## src/rtl/axis_pkg.sv

```systemverilog
//------------------------------------------------------------------------------
// axis_pkg : shared AXI-Stream widths and frame-transmitter state encoding
// Rev 1.0
//------------------------------------------------------------------------------
`default_nettype none

package axis_pkg;

    localparam int AXIS_DATA_WIDTH = 32;
    localparam int AXIS_LEN_WIDTH  = 16;
    localparam int AXIS_CNT_WIDTH  = 8;

    localparam int TX_STATE_WIDTH = 2;
    localparam logic [TX_STATE_WIDTH-1:0] ST_IDLE = 2'd0;
    localparam logic [TX_STATE_WIDTH-1:0] ST_SEND = 2'd1;
    localparam logic [TX_STATE_WIDTH-1:0] ST_GAP  = 2'd2;
    localparam logic [TX_STATE_WIDTH-1:0] ST_FIN  = 2'd3;

endpackage

`default_nettype wire

```

## src/rtl/axis_frame_tx.sv

```systemverilog
//------------------------------------------------------------------------------
// axis_frame_tx : burst-of-frames AXI-Stream source with incrementing payload
// Rev 1.0
//------------------------------------------------------------------------------
`default_nettype none

module axis_frame_tx
    import axis_pkg::*;
#(
    parameter int DATA_WIDTH = AXIS_DATA_WIDTH,
    parameter int LEN_WIDTH  = AXIS_LEN_WIDTH,
    parameter int CNT_WIDTH  = AXIS_CNT_WIDTH
) (
    input  logic                  s_axis_clk,
    input  logic                  s_axis_resetn,
    input  logic                  start_i,
    input  logic [LEN_WIDTH-1:0]  len_i,
    input  logic [CNT_WIDTH-1:0]  frames_i,
    input  logic [CNT_WIDTH-1:0]  gap_i,
    input  logic [DATA_WIDTH-1:0] seed_i,
    output logic                  busy_o,
    output logic                  done_o,
    output logic [CNT_WIDTH-1:0]  frame_cnt_o,
    output logic                  m_axis_tvalid,
    output logic                  m_axis_tlast,
    output logic [DATA_WIDTH-1:0] m_axis_tdata,
    input  logic                  m_axis_tready
);

    localparam logic [LEN_WIDTH-1:0]  LEN_ONE  = LEN_WIDTH'(1);
    localparam logic [CNT_WIDTH-1:0]  CNT_ONE  = CNT_WIDTH'(1);
    localparam logic [CNT_WIDTH-1:0]  CNT_ZERO = '0;
    localparam logic [DATA_WIDTH-1:0] DATA_ONE = DATA_WIDTH'(1);

    logic [TX_STATE_WIDTH-1:0] state;
    logic [TX_STATE_WIDTH-1:0] next_state;

    logic [LEN_WIDTH-1:0]  len_q;
    logic [CNT_WIDTH-1:0]  frames_q;
    logic [CNT_WIDTH-1:0]  gap_q;
    logic [LEN_WIDTH-1:0]  beat_cnt;
    logic [CNT_WIDTH-1:0]  gap_cnt;
    logic [CNT_WIDTH-1:0]  frame_cnt;
    logic [DATA_WIDTH-1:0] data_q;

    logic accept;
    logic beat_last;
    logic xfer;
    logic last_frame;

    assign accept     = (state == ST_IDLE) && start_i &&
                        (len_i != '0) && (frames_i != '0);
    assign beat_last  = (beat_cnt == len_q);
    assign xfer       = (state == ST_SEND) && m_axis_tready;
    // frame_cnt counts completed frames, so the final frame is in flight
    // once frames_q-1 have completed; no wider counter is needed.
    assign last_frame = (frame_cnt == (frames_q - CNT_ONE));

    always_ff @(posedge s_axis_clk) begin
        if (!s_axis_resetn) begin
            state <= ST_IDLE;
        end else begin
            state <= next_state;
        end
    end

    always_comb begin
        next_state = state;
        case (state)
            ST_IDLE: begin
                if (accept) begin
                    next_state = ST_SEND;
                end
            end
            ST_SEND: begin
                if (xfer && beat_last) begin
                    if (last_frame) begin
                        next_state = ST_FIN;
                    end else if (gap_q != CNT_ZERO) begin
                        next_state = ST_GAP;
                    end
                end
            end
            ST_GAP: begin
                if (gap_cnt == CNT_ONE) begin
                    next_state = ST_SEND;
                end
            end
            default: begin
                next_state = ST_IDLE;
            end
        endcase
    end

    always_comb begin
        m_axis_tvalid = (state == ST_SEND);
        m_axis_tlast  = (state == ST_SEND) && beat_last;
        busy_o        = (state == ST_SEND) || (state == ST_GAP);
        done_o        = (state == ST_FIN);
    end

    assign m_axis_tdata = data_q;
    assign frame_cnt_o  = frame_cnt;

    always_ff @(posedge s_axis_clk) begin
        if (!s_axis_resetn) begin
            len_q     <= '0;
            frames_q  <= '0;
            gap_q     <= '0;
            beat_cnt  <= '0;
            gap_cnt   <= '0;
            frame_cnt <= '0;
            data_q    <= '0;
        end else begin
            if (accept) begin
                len_q     <= len_i;
                frames_q  <= frames_i;
                gap_q     <= gap_i;
                data_q    <= seed_i;
                beat_cnt  <= LEN_ONE;
                frame_cnt <= '0;
            end
            if (xfer) begin
                data_q <= data_q + DATA_ONE;
                if (beat_last) begin
                    beat_cnt  <= LEN_ONE;
                    frame_cnt <= frame_cnt + CNT_ONE;
                    gap_cnt   <= gap_q;
                end else begin
                    beat_cnt <= beat_cnt + LEN_ONE;
                end
            end
            if (state == ST_GAP) begin
                gap_cnt <= gap_cnt - CNT_ONE;
            end
        end
    end

endmodule

`default_nettype wire

```

## config.mk

```make
export PLATFORM = sky130hd
export DESIGN_NAME = axis_frame_tx
export DESIGN_NICKNAME = d
export VERILOG_FILES = /design/src/rtl/axis_pkg.sv /design/src/rtl/axis_frame_tx.sv
export SDC_FILE = /design/constraint.sdc
export NUM_CORES = 1
export LEC_CHECK = 0
export BUFFER_PORTS_ARGS = -buffer_cell sky130_fd_sc_hd__buf_2
export CORE_UTILIZATION = 49
export DETAILED_ROUTE_END_ITERATION = 12
export HOLD_SLACK_MARGIN = 0.12
export PLACE_DENSITY = 0.76
export SYNTH_ARGS = -nofsm -noshare
export SYNTH_HDL_FRONTEND = slang
export SYNTH_SLANG_ARGS = --single-unit
```

## constraint.sdc

```tcl
create_clock -name s_axis_clk -period 1.95 [get_ports s_axis_clk]
set_clock_uncertainty 0.1 [all_clocks]
set_input_delay 0.0975 -clock s_axis_clk [delete_from_list [all_inputs] [get_ports s_axis_clk]]
set_output_delay 0.0975 -clock s_axis_clk [all_outputs]
set_load 0.005 [all_outputs]
```

==> metrics.yaml, run 1 <==
run_status:
  violations: "setup timing"
  status: "complete, but fails checks"
route:
  ant_nets: 0
  dr_total_vias: 6905
  drc: 0
  first_pass_iters: 7
  drt-initial-drc-count: 766
  avgViaCountPerCell: 6.459
  routed_wl_um: 23150
  drt-wirelength-per-cell_um: 21.65
timing:
  post-route-period-util: 1.145
  setup_violations: 41
  max_freq_mhz: 448.0
  period_needed_ns: 2.232
  hold_viol: 0
  drv_slew: 0
  tightestPinTransition_ns: 0.5464
  layout_setup_ws_ns: -0.2821
  rsz0062_at_grt: "yes"
  whs_ns: 0.1560
  slew_headroom: 0.6357
clock_tree:
  cts_root_buf: "clkbuf_8"
  path_clk_slew_ns: 0.11
  clk_latency_ns: 0.40
  htree_levels: 3
  clockBufferDepth: 2
  cts_tree: "done"
  cts_buffers: 9
  cts_sinks: 98
setup_path:
  cp.arrival_ns: 2.38
  cp-end-kind: "register"
  path_class: "reg2reg"
  start_kind: "register"
  required_ns: 2.10
  cp_max_fo: 5
synthesis:
  synth.area.top_cells: "dfxtp_1 38%, a21oi_1 9.3%, nand3_1 5.2%"
  seq_area_frac_synth: 0.3827
  yosysTopAreaCellShare: 0.3827
  syn_area_mm2: 0.005126
  synth_seq_cells: 98
  synth_edf_count: 0
  synth_area_per_cell_um2: 7.838
  yosys_warnings: 0
  ys_types: 60
  synth_common_cells: "98 x dfxtp_1, 95 x a21oi_1, 65 x nand2_1"
  synthFlopType: "dfxtp_1"
  yosys.area.top_type: "dfxtp_1"
  synth_cells: 654
  yosysMostFrequentCell: "dfxtp_1"
  syn_nets: 733
  ys_async_sr_fraction: 0
die:
  dieWidth_um: 104.3
  die_y_um: 104.3
  die-area_mm2: 0.01087
  start_util: 0.5150
  ios: 112
  fp-row-count: 36
  core_mm2: 0.009955
layout:
  drive_gt1_frac: 0.4274
  fin_nets: 1010
  synthToLayoutAreaGrowth_pct: 62.61
  antenna_cells: 0
global_routing:
  track_usage: 0.3259
  grt_max_degree: 48
  antenna_found_initial: 0
  grt.overflow.total: 0
  first_global_vias: 6024
  grt_pass1_wl_um: 28810
placement:
  port_buffers: 111
  dpl.hpwl_um: 11380
  place.gp.congestion: 0.8788
power_and_ir_drop:
  peakVddDrop_v: 0.0006833
  total_power_w: 0.006879
  p_leak_nw: 3.472
  powerDensity_mw_per_mm2: 825.2
min_path:
  hp-class: "in2reg"
run:
  drv_cap: 0
-- worst paths after layout --
path	from	to	slack [ns]	cells after the start
setup / recovery	m_axis_tdata[0]$_SDFFE_PN0P_	m_axis_tdata[12]$_SDFFE_PN0P_	-0.28	7
hold / removal	frames_i[6]	frames_q[6]$_SDFFE_PN0P_	0.16	4
setup reg to reg	m_axis_tdata[0]$_SDFFE_PN0P_	m_axis_tdata[12]$_SDFFE_PN0P_	-0.28	7
hold reg to reg	len_q[0]$_SDFFE_PN0P_	len_q[0]$_SDFFE_PN0P_	0.38	2
-- layout make-up --
type | count | area (um^2)
flip-flops and latches | 98 | 2004
well taps | 133 | 166.4
clock buffers | 10 | 137.6
fillers | 490 | 1619
repair buffers | 301 | 2351
clock inverters | 6 | 65.06
multi-input cells | 507 | 3548
inverters | 14 | 62.56
-- repair_timing --
action | in CTS | in global routing
pin swaps | 48 | 55
hold endpoints to repair | 72 | 0
hold buffers | 66 | 0
gates resized for setup | 60 | 131
buffers inserted | 8 | 14
setup endpoints to repair | 46 | 85
cloned | 0 | 7
-- sequential cells by signal, indices dropped and copies added (netlist names) --
signal / flops
m_axis_tdata: 32
frame_cnt_o: 8
beat_cnt: 16
frames_q: 8
len_q: 16
gap_cnt: 8
gap_q: 8
state: 2
-- stage by stage --
step / setup TNS [ns] / util / worst slack (ns) / cell area (um^2) / instances
2_1_floorplan: 0 / - / 0.0002225 / 5190 / 654
3_3_place_gp: -2.344 / 0.6536 / -0.1264 / 6506 / 958
3_5_place_dp: -4.408 / 0.6536 / -0.2016 / 6506 / 958
4_1_cts: -0.7483 / 0.7629 / -0.1283 / 7595 / 1048
5_1_grt: -9.357 / 0.8374 / -0.4515 / 8335 / 1069
6_report: -6.387 / 0.8374 / -0.2821 / 8335 / 1069
-- power by group --
group	total, W	leakage (nW)	internal (W)	switching, W
Sequential	0.00255	0.814	0.00227	0.000282
Combinational	0.00290	2.56	0.00139	0.00151
Clock	0.00142	0.103	0.000631	0.000794
Total	0.00688	3.47	0.00429	0.00258
-- layer usage --
layer	routed length (um)	GRT usage
met1	8229	0.3773
met2	11080	0.5620
met3	2301	0.05514
met4	1536	0.1929
met5	0	0
-- critical path: stages (launching register included) --
cell	delay [ns]
dfxtp_1	0.39
ha_1	0.24
and3_1	0.22
and2_2	0.27
nand3_1	0.15
nor3_1	0.08
a21oi_1	0.44
a21oi_1	0.19
-- cells in the final DEF (no fill, tap or decap), types with 5 or more instances in the layout --
cell type      Yosys  layout
buf_2             11     111
buf_4              1      98
a21oi_1           95      76
dfxtp_1           98      70
dlygate4sd3_1      0      65
nand2_1           65      58
nor2_1            61      51
nand3_1           53      46
dfxtp_2            0      25
xnor2_1           22      20
a21oi_2            0      19
buf_6              0      17
nor3_1            18      13
and3_1            13      11
o21ai_1            1      11
inv_1             13      10
nand4_1           10      10
mux2i_1           10      10
clkbuf_8           0      10
nor2_2             2       9
o211ai_1           9       9
a31oi_1           10       9
o21ai_2            0       9
o21ai_0           29       8
or3_1              9       8
and2_4             0       6
nand2_2            1       6
nand3b_1           6       6
ha_1              11       6
nor4_4             1       5
nor4_1            12       5
nor3_2             1       5
nand3_2            1       5
clkbuf_16          0       5
-- kinds of logic (layout without fill, tap and decap cells) --
group,Yosys count,count (layout),share of synthesized area
buffers and inverters,49,331,0.03930
multiplexers,10,10,0.01953
XOR/XNOR,25,25,0.04271
AO/OA/AOI/OAI,175,175,0.2004
adder cells (fa/ha/maj),11,11,0.02685
flip-flops,98,98,0.3827
AND/OR/NAND/NOR,286,286,0.2885
No activity file was read; power rests on OpenSTA's default activity.
==> run 2: changes to the inputs <==
--- a/config.mk
+++ b/config.mk
@@ -5,11 +5,13 @@
 export SDC_FILE = /design/constraint.sdc
 export NUM_CORES = 1
 export LEC_CHECK = 0
-export BUFFER_PORTS_ARGS = -buffer_cell sky130_fd_sc_hd__buf_2
+export BUFFER_PORTS_ARGS = -buffer_cell sky130_fd_sc_hd__clkbuf_2
 export CORE_UTILIZATION = 49
+export CTS_CLUSTER_SIZE = 16
 export DETAILED_ROUTE_END_ITERATION = 12
 export HOLD_SLACK_MARGIN = 0.12
 export PLACE_DENSITY = 0.76
+export SLEW_MARGIN = 20
 export SYNTH_ARGS = -nofsm -noshare
 export SYNTH_HDL_FRONTEND = slang
 export SYNTH_SLANG_ARGS = --single-unit
==> run 2 against run 1 <==
  * Final area is 0.72% lower
  * Total power down 1.2%
  * Final cell count did not move
  * Die area is the same
  * Critical endpoint is now state[0]$_SDFFE_PN0P_
  * Sequential power barely moved
  * Via count decreased by 3.2%
  * Sequential share of layout area is 0.24 points higher
  * Utilization shrank 0.60 points
  * Clock-buffer cell count grew 2
  * Maximum frequency rose by 2.2%
  * The run still ends with setup timing left
==> metrics.yaml, run 2 (same netlist as run 1, synthesis figures left out) <==
layout:
  finish.utilization: 0.8313
  mostFrequentLayoutCells: "111 x clkbuf_2, 103 x buf_4, 78 x a21oi_1"
  final_common_cell: "clkbuf_2"
  fin_nets: 1010
  multi_input_area_mm2: 0.003496
  seq_area_mm2: 0.002009
  drive_gt1_frac: 0.4145
  antenna_cells: 0
  synthToLayoutAreaGrowth_pct: 61.44
  largest_register_ff_count: 32
  n_fill_cell: 544
global_routing:
  grt_pass1_wl_um: 28070
  use_met1: 0.3846
  grt_busiest_layer: "met2"
  grt.overflow.total: 0
  grt_use_met2: 0.5397
  first_global_vias: 5944
  antenna_found_initial: 0
  use_met3: 0.05201
  grt_max_degree: 46
  track_usage: 0.3165
timing:
  hold_viol: 0
  slew_headroom: 0.5899
  period_needed_ns: 2.184
  layout_setup_ws_ns: -0.2339
  drv_slew: 0
  post-route-period-util: 1.120
  setup_violations: 29
  whs_ns: 0.3539
  tightestPinTransition_ns: 0.6143
  rsz0062_at_grt: "yes"
  max_freq_mhz: 457.9
clock_tree:
  htree_levels: 3
  cts_sinks: 98
  cts_buffers: 9
  cts_root_buf: "clkbuf_8"
  path_clk_slew_ns: 0.12
  clockBufferDepth: 2
  cts_tree: "done"
  clk_latency_ns: 0.40
setup_path:
  path_class: "reg2reg"
  required_ns: 2.14
  cp_max_fo: 3
  cp-end-kind: "register"
  cp.arrival_ns: 2.38
  start_kind: "register"
min_path:
  hp-class: "in2reg"
run:
  drv_cap: 0
route:
  drc: 0
  drt-initial-drc-count: 638
  dr_total_vias: 6686
  drt-wirelength-per-cell_um: 20.26
  routed_wl_um: 21660
  ant_nets: 0
  first_pass_iters: 8
  avgViaCountPerCell: 6.254
run_status:
  violations: "setup timing"
  status: "complete, but fails checks"
die:
  start_util: 0.5150
  core_mm2: 0.009955
  die_y_um: 104.3
  fp-row-count: 36
  dieWidth_um: 104.3
  die-area_mm2: 0.01087
  ios: 112
placement:
  dpl.hpwl_um: 11150
  port_buffers: 111
  place.gp.congestion: 0.8682
power_and_ir_drop:
  peakVddDrop_v: 0.0005367
  powerDensity_mw_per_mm2: 820.9
  total_power_w: 0.006793
  p_leak_nw: 3.465
-- run 2: cell types whose count changed in the layout (fill, tap and decap cells not counted), moves of 6 or more --
cell	before	now
buf_2	111	0
buf_6	17	10
clkbuf_2	0	111
nor2_1	51	57
nor2_2	9	2
-- run 2: routing by layer --
metal,wire length (um),share of wire,up-vias
met5,0,0,-
met4,1404,0.065,0
met3,1935,0.089,156
met2,10400,0.48,474
met1,7921,0.37,3126
li1,-,-,2930
-- run 2: what timing repair did --
| item | CTS | global route |
|---|---|---|
| gates cloned | 0 | 6 |
| hold endpoints to repair | 68 | 0 |
| resized for setup | 49 | 120 |
| hold buffers | 66 | 0 |
| pin swaps | 21 | 57 |
| buffers inserted | 8 | 14 |
| endpoints found under the setup margin | 47 | 82 |
-- run 2: power breakdown --
part / switching [W] / total, W / internal (W)
logic: 0.00147 / 0.00286 / 0.00139
clock network: 0.000767 / 0.00140 / 0.000631
registers: 0.000265 / 0.00253 / 0.00227
-- run 2: path summary, 6_finish.rpt --
path | to | from | slack [ns] | cells past startpoint
min | m_axis_tdata[0]$_SDFFE_PN0P_ | start_i | 0.35 | 6
max | state[0]$_SDFFE_PN0P_ | frames_q[2]$_SDFFE_PN0P_ | -0.23 | 7
max reg2reg | state[0]$_SDFFE_PN0P_ | frames_q[2]$_SDFFE_PN0P_ | -0.23 | 7
min reg2reg | len_q[0]$_SDFFE_PN0P_ | len_q[0]$_SDFFE_PN0P_ | 0.38 | 2
-- run 2: layout make-up --
type,count,area share
Clock buffer,12,0.01754
Multi-Input combinational cell,507,0.4224
Timing Repair Buffer,301,0.2836
Inverter,14,0.007257
Clock inverter,4,0.006199
Tap cell,133,0.02011
Sequential cell,98,0.2428
-- run 2: stage by stage --
step / instances / area (um^2) / worst slack [ns] / TNS, ns
final: 1069 / 8275 / -0.2339 / -1.736
after CTS: 1050 / 7615 / -0.08120 / -0.3879
after detailed placement: 960 / 6521 / -0.1705 / -3.103
after floorplan: 654 / 5190 / 0.0002225 / 0
after global routing: 1069 / 8275 / -0.3000 / -5.139
after global placement: 960 / 6521 / -0.1314 / -1.708
-- run 2: critical path, cell delays in order (launching register included) --
cell	delay [ns]
dfxtp_2	0.33
or4_4	0.56
nor3_2	0.13
nor2_1	0.08
a221oi_2	0.31
o211a_1	0.28
a41oi_2	0.14
mux2i_1	0.17
==> run 3: changes to the inputs <==
--- a/config.mk
+++ b/config.mk
@@ -6,11 +6,13 @@
 export NUM_CORES = 1
 export LEC_CHECK = 0
 export BUFFER_PORTS_ARGS = -buffer_cell sky130_fd_sc_hd__clkbuf_2
+export CAP_MARGIN = 15
 export CORE_UTILIZATION = 49
 export CTS_CLUSTER_SIZE = 16
 export DETAILED_ROUTE_END_ITERATION = 12
 export HOLD_SLACK_MARGIN = 0.12
 export PLACE_DENSITY = 0.76
+export SKIP_LAST_GASP = 1
 export SLEW_MARGIN = 20
 export SYNTH_ARGS = -nofsm -noshare
 export SYNTH_HDL_FRONTEND = slang
==> run 3 against run 2 <==
  * The flow still finishes with violations (setup timing)
  * Clock-buffer cell count unchanged
  * Wire length decreased by 1.8%
  * Utilization increased by 0.16 points
  * Critical path type is now in2reg
  * Largest cell class unchanged
==> metrics.yaml, run 3 (same netlist as run 1, synthesis figures left out) <==
layout:
  fin_nets: 1011
  n_fill_cell: 532
  mostFrequentLayoutCells: "111 x clkbuf_2, 105 x buf_4, 75 x a21oi_1"
  drive_gt1_frac: 0.4173
  final_common_cell: "clkbuf_2"
  synthToLayoutAreaGrowth_pct: 61.75
  largest_register_ff_count: 32
  seq_area_mm2: 0.002008
  multi_input_area_mm2: 0.003507
clock_tree:
  path_clk_slew_ns: 0.10
  cts_root_buf: "clkbuf_8"
  cts_buffers: 9
  htree_levels: 3
  cts_sinks: 98
  clockBufferDepth: 2
  cts_tree: "done"
  clk_latency_ns: 0.39
setup_path:
  cp-end-kind: "register"
  path_cells: "dlygate4sd3_1, clkbuf_2, nor4_4, nand2_2, nand2_4, nor2_4, buf_6, buf_4, a221oi_1, nor2_1"
  timing.rr.start: "state[1]$_SDFFE_PN0P_"
  startpoint: "frames_i[4]"
  required_ns: 2.09
  worst-path-buf-inv: 4
  timing.rr.end: "m_axis_tdata[2]$_SDFFE_PN0P_"
  critPathSlowestCell: "dlygate4sd3_1"
  start_kind: "input port"
  cp.arrival_ns: 2.35
  path_class: "in2reg"
  cp_max_fo: 7
  critPathTopFamily: "buffers and inverters"
  r2r_cells: 10
  ff2ff_setup_slack_ns: -0.24
  slowest_delay_ns: 0.57
die:
  core_mm2: 0.009955
  die_y_um: 104.3
  fp-row-count: 36
  die-area_mm2: 0.01087
  start_util: 0.5150
  dieWidth_um: 104.3
  ios: 112
placement:
  pre_cts_slack_ns: -0.1705
  port_buffers: 111
  dpl.hpwl_um: 11150
  place.gp.congestion: 0.8682
timing:
  max_freq_mhz: 452.9
  layout_setup_ws_ns: -0.2580
  slew_headroom: 0.5949
  rsz0062_at_grt: "yes"
  hold_viol: 0
  setup_violations: 37
  fin_setup_tns_ns: -3.024
  whs_ns: 0.2821
  post-route-period-util: 1.132
  drv_slew: 0
  period_needed_ns: 2.208
  tightestPinTransition_ns: 0.6068
power_and_ir_drop:
  p_leak_nw: 3.462
  seq_power_share: 0.374
  clockPowerShare: 0.205
  p_int_w: 0.004295
  powerDensity_mw_per_mm2: 817.9
  p_sw_w: 0.002487
  swShare: 0.3667
  combPwrFrac: 0.421
  total_power_w: 0.006782
  peakVddDrop_v: 0.0005051
route:
  dr_total_vias: 6712
  routed_wl_um: 21270
  drt-initial-drc-count: 712
  drt-wirelength-per-cell_um: 19.85
  ant_nets: 0
  avgViaCountPerCell: 6.261
  drc: 0
  first_pass_iters: 6
global_routing:
  grt_max_degree: 46
  track_usage: 0.3162
  grt.overflow.total: 0
  first_global_vias: 5937
  grt_pass1_wl_um: 28070
  antenna_found_initial: 0
min_path:
  hp-class: "in2reg"
  min_to: "m_axis_tdata[0]$_SDFFE_PN0P_"
  worstHoldPathCells: 6
  hp-start: "frames_i[7]"
run:
  drv_cap: 0
run_status:
  status: "complete, but fails checks"
  violations: "setup timing"
[run 3: cell type report]
type / instances / area share
antenna: 2 / 0.0006036
clock buffer: 12 / 0.01750
tap: 133 / 0.02007
inverter: 14 / 0.006941
multi-input combinational: 507 / 0.4230
clock inverter: 4 / 0.006187
timing repair buffer: 302 / 0.2835
sequential: 98 / 0.2422
[run 3: through the flow]
step	instance area (um^2)	cells	utilization
floorplan	5190	654	-
CTS	7599	1050	0.7633
finish	8292	1072	0.8330
detailed placement	6521	960	0.6551
global placement	6521	960	0.6551
global route	8287	1070	0.8325
[run 3: repair_timing]
action,CTS,global route
setup buffers,8,15
resized for setup,45,124
pin swaps,19,64
endpoints found under the hold margin,68,0
setup endpoints to repair,47,82
hold buffers,66,0
gates cloned,0,6
[run 3: power groups by stage]
stage	logic (W)	clock network, W	registers, W
finish	0.00285	0.00139	0.00254
global route	0.00302	0.00147	0.00256
CTS	0.00224	0.00136	0.00248
detailed placement	0.00197	0	0.00252
global placement	0.00191	0	0.00250
floorplan	0.00105	0	0.00254
[run 3: tightest hold or removal path: stages]
cell	delay, ns
clkbuf_2	0.09
nor4_1	0.05
nand2_2	0.13
nand2_4	0.13
o21ai_0	0.17
a211oi_1	0.07
[run 3: how the worst max path moves through the flow]
stage                                          endpoint  depth (start not counted)
after CTS                                  m_axis_tlast                          7
after global placement    m_axis_tdata[16]$_SDFFE_PN0P_                          9
after floorplan                 gap_cnt[4]$_SDFFE_PN0P_                          8
after global routing       m_axis_tdata[2]$_SDFFE_PN0P_                         10
final                      m_axis_tdata[2]$_SDFFE_PN0P_                         10
after detailed placement  m_axis_tdata[16]$_SDFFE_PN0P_                          9
[run 3: metal layers]
layer	track usage	share of wire	vias to the layer above	routed length (um)
li1	-	-	2929	-
met3	0.05201	0.089	161	1897
met5	0	0	-	0
met1	0.3834	0.37	3127	7772
met2	0.5407	0.48	495	10300
met4	0.1541	0.061	0	1306
